<file path="src/rtl/fsm_sequence_gen.sv">
// Serial bit-sequence generator.
// It latches a parallel pattern on start and shifts it out MSB-first on w, one bit per clock.
// The frame can repeat back-to-back. The block then gives a one-cycle done pulse and returns
// to idle.
module fsm_sequence_gen #(
  parameter int unsigned MAX_LEN    = 8,
  parameter int unsigned LEN_W      = 4,
  parameter int unsigned REP_W      = 3,
  parameter logic        IDLE_LEVEL = 1'b0
) (
  input  logic               clock,
  input  logic               reset,
  input  logic               start,
  input  logic [MAX_LEN-1:0] pattern,
  input  logic [LEN_W-1:0]   length,
  input  logic [REP_W-1:0]   repeat_n,
  output logic               w,
  output logic               valid,
  output logic               busy,
  output logic               done
);

  localparam int unsigned IDX_W = (MAX_LEN > 1) ? $clog2(MAX_LEN) : 1;
  localparam logic [LEN_W-1:0] MaxLenW = LEN_W'(MAX_LEN);

  typedef enum logic [1:0] {StIdle, StSend, StDone} state_e;

  state_e             state_q, state_d;
  logic [MAX_LEN-1:0] pat_q, pat_d;
  logic [IDX_W-1:0]   last_q, last_d;   // index of the first (MSB) bit of a frame
  logic [REP_W-1:0]   rep_q, rep_d;     // repetitions still owed after the current one
  logic [IDX_W-1:0]   idx_q, idx_d;     // index of the bit currently on w
  logic               w_q, w_d;

  logic [LEN_W-1:0]   len_clamp;
  logic [LEN_W-1:0]   len_m1;
  logic [IDX_W-1:0]   first_idx;
  logic [IDX_W-1:0]   idx_dec;

  // Operand decode for acceptance: clamp oversize lengths, derive first bit index.
  always_comb begin
    len_clamp = (length > MaxLenW) ? MaxLenW : length;
    len_m1    = len_clamp - 1'b1;
    first_idx = len_m1[IDX_W-1:0];
    idx_dec   = idx_q - 1'b1;
  end

  // Next-state logic; w is computed one step ahead so the output comes straight from a flop.
  always_comb begin
    state_d = state_q;
    pat_d   = pat_q;
    last_d  = last_q;
    rep_d   = rep_q;
    idx_d   = idx_q;
    w_d     = w_q;
    unique case (state_q)
      StIdle: begin
        w_d = IDLE_LEVEL;
        if (start) begin
          pat_d  = pattern;
          last_d = first_idx;
          rep_d  = repeat_n;
          if (len_clamp == '0) begin
            state_d = StDone;
          end else begin
            state_d = StSend;
            idx_d   = first_idx;
            w_d     = pattern[first_idx];
          end
        end
      end
      StSend: begin
        if (idx_q != '0) begin
          idx_d = idx_dec;
          w_d   = pat_q[idx_dec];
        end else if (rep_q != '0) begin
          // Restart the frame with no gap cycle.
          rep_d = rep_q - 1'b1;
          idx_d = last_q;
          w_d   = pat_q[last_q];
        end else begin
          state_d = StDone;
          w_d     = IDLE_LEVEL;
        end
      end
      StDone: begin
        state_d = StIdle;
        w_d     = IDLE_LEVEL;
      end
      default: begin
        state_d = StIdle;
        w_d     = IDLE_LEVEL;
      end
    endcase
  end

  // State and datapath registers; reset aborts any frame immediately.
  always_ff @(posedge clock or negedge reset) begin
    if (!reset) begin
      state_q <= StIdle;
      pat_q   <= '0;
      last_q  <= '0;
      rep_q   <= '0;
      idx_q   <= '0;
      w_q     <= IDLE_LEVEL;
    end else begin
      state_q <= state_d;
      pat_q   <= pat_d;
      last_q  <= last_d;
      rep_q   <= rep_d;
      idx_q   <= idx_d;
      w_q     <= w_d;
    end
  end

  // Outputs decode registered state only, so start has no combinational path to them.
  always_comb begin
    w     = w_q;
    valid = (state_q == StSend);
    busy  = (state_q == StSend);
    done  = (state_q == StDone);
  end

endmodule

</file>
<file path="config.mk">
export PLATFORM = sky130hd
export DESIGN_NAME = fsm_sequence_gen
export DESIGN_NICKNAME = d
export VERILOG_FILES = /design/src/rtl/fsm_sequence_gen.sv
export SDC_FILE = /design/constraint.sdc
export NUM_CORES = 1
export LEC_CHECK = 0
export ABC_AREA = 1
export BUFFER_PORTS_ARGS = -buffer_cell sky130_fd_sc_hd__buf_4
export CAP_MARGIN = 20
export CORE_ASPECT_RATIO = 1.75
export CORE_UTILIZATION = 50
export DETAILED_ROUTE_END_ITERATION = 8
export PLACE_DENSITY_LB_ADDON = 0.15
export SYNTH_ARGS = -nofsm -noshare
export SYNTH_HDL_FRONTEND = slang
export SYNTH_SLANG_ARGS = --single-unit
</file>
<file path="constraint.sdc">
create_clock -name clock -period 1.3 [get_ports clock]
set_input_delay 0.065 -clock clock [delete_from_list [all_inputs] [get_ports clock]]
set_output_delay 0.065 -clock clock [all_outputs]
set_load 0.03 [all_outputs]
</file>
# Word level (Yosys, flattened, before mapping)
# Index checks and enable logic that the tools add are counted.
# Widths: inputs -> output; s select.
[totals]
register_bits = 20
latchBits = 0
mem_bits_rw = 0
romBits = 0
input_bits = 18
out_inout_bits = 4
word_cells = 56
memories = 0
[classes]
n_addsub = 3
multipliers = 0
div_mod_pow = 0
magnitude_cmp = 4
eq_ne = 8
n_shift = 0
muxes = 26
bitwise = 0
reduce_logical = 9
[ops]
columns = ["cell", "count"]
rows = [
  ["$mux 3", 7],
  ["$lt 3x4->1 const B", 3],
  ["$pmux 3 s2", 2],
  ["$bmux 1 s3", 3],
  ["$sub 3x1->3 const B", 3],
  ["$mux 2", 4],
  ["$ne 2x2->1 const B", 4],
  ["$reduce_and 4->1", 2],
  ["$mux 1", 7],
  ["$reduce_bool 3->1", 2],
  ["$gt 4x4->1 const B", 1],
  ["$logic_not 4->1", 1],
  ["$mux 4", 1],
  ["$pmux 2 s2", 1],
  ["$ne 3x1->1 const B", 1],
  ["$reduce_and 3->1", 1],
  ["$eq 2x1->1 const B", 1],
  ["$eq 2x2->1 const B", 1],
  ["$logic_not 2->1", 1],
  ["$ne 2x1->1 const B", 1],
  ["$pmux 1 s2", 1],
  ["$reduce_and 2->1", 1],
  ["$reduce_bool 2->1", 1],
]

# Depth between registers and ports, before layout
[depth]
word_depth = 8
depth_mapped = 10
mapped_depth_nobuf = 10

# Worst setup path before layout
# OpenSTA, ideal clock, no wires.
[synth_path]
path_kind = "register to register"
startpoint = "register idx_q[0]"
endpoint = "register w_q, in the netlist w"
setup_ns = 0.117
arrival_time_ns = 1.283
required_ns = 1.183
slack_ns = -0.100
path_stages_with_launch = 11
path_buffers = 0
period_less_slack_ns = 1.400
path_cell_list = "dfrtp_1 inv_1 ha_1 inv_1 nand3_1 nand2_1 nand2_1 nand3_1 nand2_1 inv_1 nand2_1"
[synth_via]
elab_chain_len = 5
word_cells_on_any_way = 6
cone_classes = "add/sub: 1; mux: 4; reduce/logical: 1"
[synth_lines]
columns = ["element", "line_no", "source"]
rows = [
  ["start, declared", "32", "logic [IDX_W-1:0] idx_q, idx_d;"],
  ["start signal, assigned", "111", "idx_q <= idx_d;"],
  ["$sub 3x1->3", "45", "idx_dec = idx_q - 1'b1;"],
  ["$bmux 1 s3", "75", "w_d = pat_q[idx_dec];"],
  ["$mux 1 (not written as such)", "75", ""],
  ["$mux 1 (*)", "73", "if (idx_q != '0) begin"],
  ["$pmux 1 s2 (*)", "56", "unique case (state_q)"],
  ["named net w_d", "33", "logic w_q, w_d;"],
  ["end signal, assigned", "112", "w_q <= w_d;"],
  ["end, declared", "33", ""],
]
# Mark *: on every way through the listed nets, which the timed path passes. The rest lies on a longest branch. The select of a mux whose other input is x is not followed.
# A chain may end at the register's enable or synchronous reset.

# Worst setup path in the final report
# Ends and elaborated chain as after synthesis.

==> flow_summary_export.csv <==
group,metric,value,unit
detailed_routing,drtAntennaViolNets,0,
synthesis,yosysMostFrequentCell,"nand2_1",
finish,multi_input_area,788,µm²
clock_network,htree_num_levels,1,
worst_hold_path,hold_path.class,"in2reg",
global_routing,grt_pass1_vias,1298,
synthesis,synth_commonest_cells,"77 x nand2_1, 27 x inv_1, 20 x dfrtp_1",
clock_network,clk_path_buf_depth,2,
timing,finalClockSkew,2.21,ps
finish,antenna_cells,0,
clock_network,root_buffer,"clkbuf_8",
setup_path,cp_max_fo,4,
clock_network,cts_buffers,3,
synthesis,synth_top_area_cell,"dfrtp_1",
synthesis,synth_area_per_cell,6.92,µm²
synthesis,synth_seq_cells,20,
global_routing,grt_max_degree,21,
synthesis,synth_area,1370,µm²
detailed_routing,finalWirelength,3100,µm
power,p_clk_frac,0.140,
timing,tightest_slew,286,ps
detailed_routing,vias_per_cell,5.12,
setup_path,end_kind,"flop",
finish,area_growth,25.8,%
detailed_routing,firstDrtPassIters,4,
synthesis,synth_area_leaders,"dfrtp_1 37%, nand2_1 21%, inv_1 7.4%, nand3_1 6.6%, o21ai_2 4.5%",
power,power.internal,2.39,mW
detailed_routing,wl_per_cell,12.2,µm
global_routing,overflow,0,
global_routing,antenna_found_initial,0,
placed_design,post-place-cells,246,
power,p_per_area,2580,nW/µm²
power,p_switching,2.06,mW
synthesis,syn_nets,220,
synthesis,ys.flop_type,"dfrtp_1",
power,power,4.45,mW
synthesis,ys.warnings.count,0,
die,rows,24,
power,leakage,0.950,nW
die,io_pins,22,
power,seqPwrFrac,0.272,
clock_network,worst_skew_pair.late_latency,260,ps
setup_path,required,1450,ps
clock_network,cts_tree,"done",
clock_network,clk_pin_slew_worst_paths,70,ps
timing,setup_viol_count_final,0,
timing,rsz0062_at_grt,"true",
synthesis,yosysSeqAreaShare,0.365,
finish,nets,251,
die,die_y,71.3,µm
synthesis,synth_top_area_share,0.365,
detailed_routing,num_vias,1301,
power,switching_share,0.464,
clock_network,cts_sinks,20,
finish,seq_area,500,µm²
finish,drive_gt1_frac,0.298,
global_routing,grt_pass1_wl,5360,µm
detailed_routing,dr.first_iter.drc_count,38,
timing,hold_violations,0,
finish,final_cells,254,
status,status,"finished, final reports clean",
timing,slew_violations,0,
timing,setup-tns-final,0,ps
synthesis,synth-edff-count,0,
power,irDropWorstVdd,1.34,mV
timing,maxSlewHeadroom,0.809,
synthesis,synth_cell_type_count,23,
setup_path,arrival,1450,ps
timing,finalCriticalPeriod,1290,ps
placed_design,port_buffers,21,
job,drv_cap,0,
placed_design,gp_congestion,0.805,
timing,finalCritPeriodShare,0.995,
die,core_region_area,2550,µm²
global_routing,grtUsageTotal,0.233,
die,fp.dieW,41.6,µm
synthesis,synthArstFlopShare,1.00,
die,die_area,2960,µm²
setup_path,critical_path_class,"reg2reg",
die,start_util,0.537,
detailed_routing,drc,0,
synthesis,synth_cells,198,
placed_design,dpl.hpwl,2410,µm
power,p_comb_frac,0.588,
setup_path,start_kind,"flop",
finish,nFillCells,229,
timing,fmax,773,MHz
==> cell type report <==
cell class / instances / area share
clock inverters: 1 / 0.0174
flip-flops and latches: 20 / 0.290
clock buffers: 3 / 0.0239
well taps: 26 / 0.0189
multi-input cells: 145 / 0.457
inverters: 31 / 0.0689
repair buffers: 28 / 0.123
==> per-stage QoR <==
| step | worst slack, ps | util | hold WS (ps) | area, µm² |
|---|---|---|---|---|
| after floorplan | 5.79 | - | -231 | 1380 |
| after CTS | -21.7 | 0.654 | 6.51 | 1670 |
| final | 6.41 | 0.675 | 10.7 | 1720 |
| after global routing | -78.3 | 0.675 | 14.6 | 1720 |
| after global placement | -10.1 | 0.618 | -44.5 | 1580 |
| after detailed placement | -43.8 | 0.618 | -40.8 | 1580 |
==> state kept, by name, indices dropped and copies added (netlist names) <==
register and cells:
pat_q 8, idx_q 3, last_q 3, rep_q 3
state_q 2, w 1
==> cell families after synthesis <==
family | Yosys count | synth area share
AND/OR/NAND/NOR | 118 | 0.382
buffers and inverters | 33 | 0.0986
AO/OA/AOI/OAI | 22 | 0.111
flip-flops | 20 | 0.365
adder cells (fa/ha/maj) | 4 | 0.0365
XOR/XNOR | 1 | 0.00639
==> metal layers <==
metal,vias up,GRT usage,wire length (µm)
met5,-,0,0
met4,0,0.133,75
met3,7,0.0327,98
met2,29,0.410,1670
met1,594,0.263,1260
li1,671,-,-
==> power groups by stage <==
stage / clock network (mW) / logic (mW) / registers (mW)
after floorplan: 0 / 1.78 / 1.17
after global placement: 0 / 2.27 / 1.18
after detailed placement: 0 / 2.34 / 1.20
after CTS: 0.629 / 2.40 / 1.19
after global routing: 0.653 / 2.94 / 1.25
final: 0.625 / 2.62 / 1.21
==> placed cells by master, fill, tap and decap left out, types with 2 or more instances in the layout <==
cell type,n
a21oi_1,4
buf_4,27
clkbuf_8,3
dfrtp_1,20
ha_1,3
inv_1,23
inv_2,7
nand2_1,73
nand2_2,6
nand2_4,2
nand3_1,16
nand3_2,2
nor2_1,12
nor2_2,3
o21ai_0,6
o21ai_2,7
==> repair_timing <==
action                     4_1_cts  5_1_grt
resized for setup                5       10
hold endpoints to repair        20        0
setup endpoints to repair        4       13
hold buffers                     1        0
buffers inserted                 0        3
pin swaps                        8        6
==> path summary, 6_finish.rpt <==
kind,startpoint,to,slack (ps),cells past startpoint
max,idx_q[0]$_DFFE_PN0P_,w$_DFF_PN0_,6,10
min,pattern[5],pat_q[5]$_DFFE_PN0P_,10,3
max reg2reg,idx_q[0]$_DFFE_PN0P_,w$_DFF_PN0_,6,10
min reg2reg,pat_q[5]$_DFFE_PN0P_,pat_q[5]$_DFFE_PN0P_,510,2
max in group asynchronous,reset,idx_q[0]$_DFFE_PN0P_,880,2
min in group asynchronous,reset,pat_q[6]$_DFFE_PN0P_,210,2
==> critical path, stage by stage, from the launching register on <==
cell and delay, ps:
dfrtp_1 390, inv_2 100, ha_4 230, inv_4 60, nand3_2 60, nand2_2 60, nand2_1 40, nand3_1 80
nand2_1 50, inv_1 50, nand2_1 60
No activity file was read; power rests on OpenSTA's default activity.
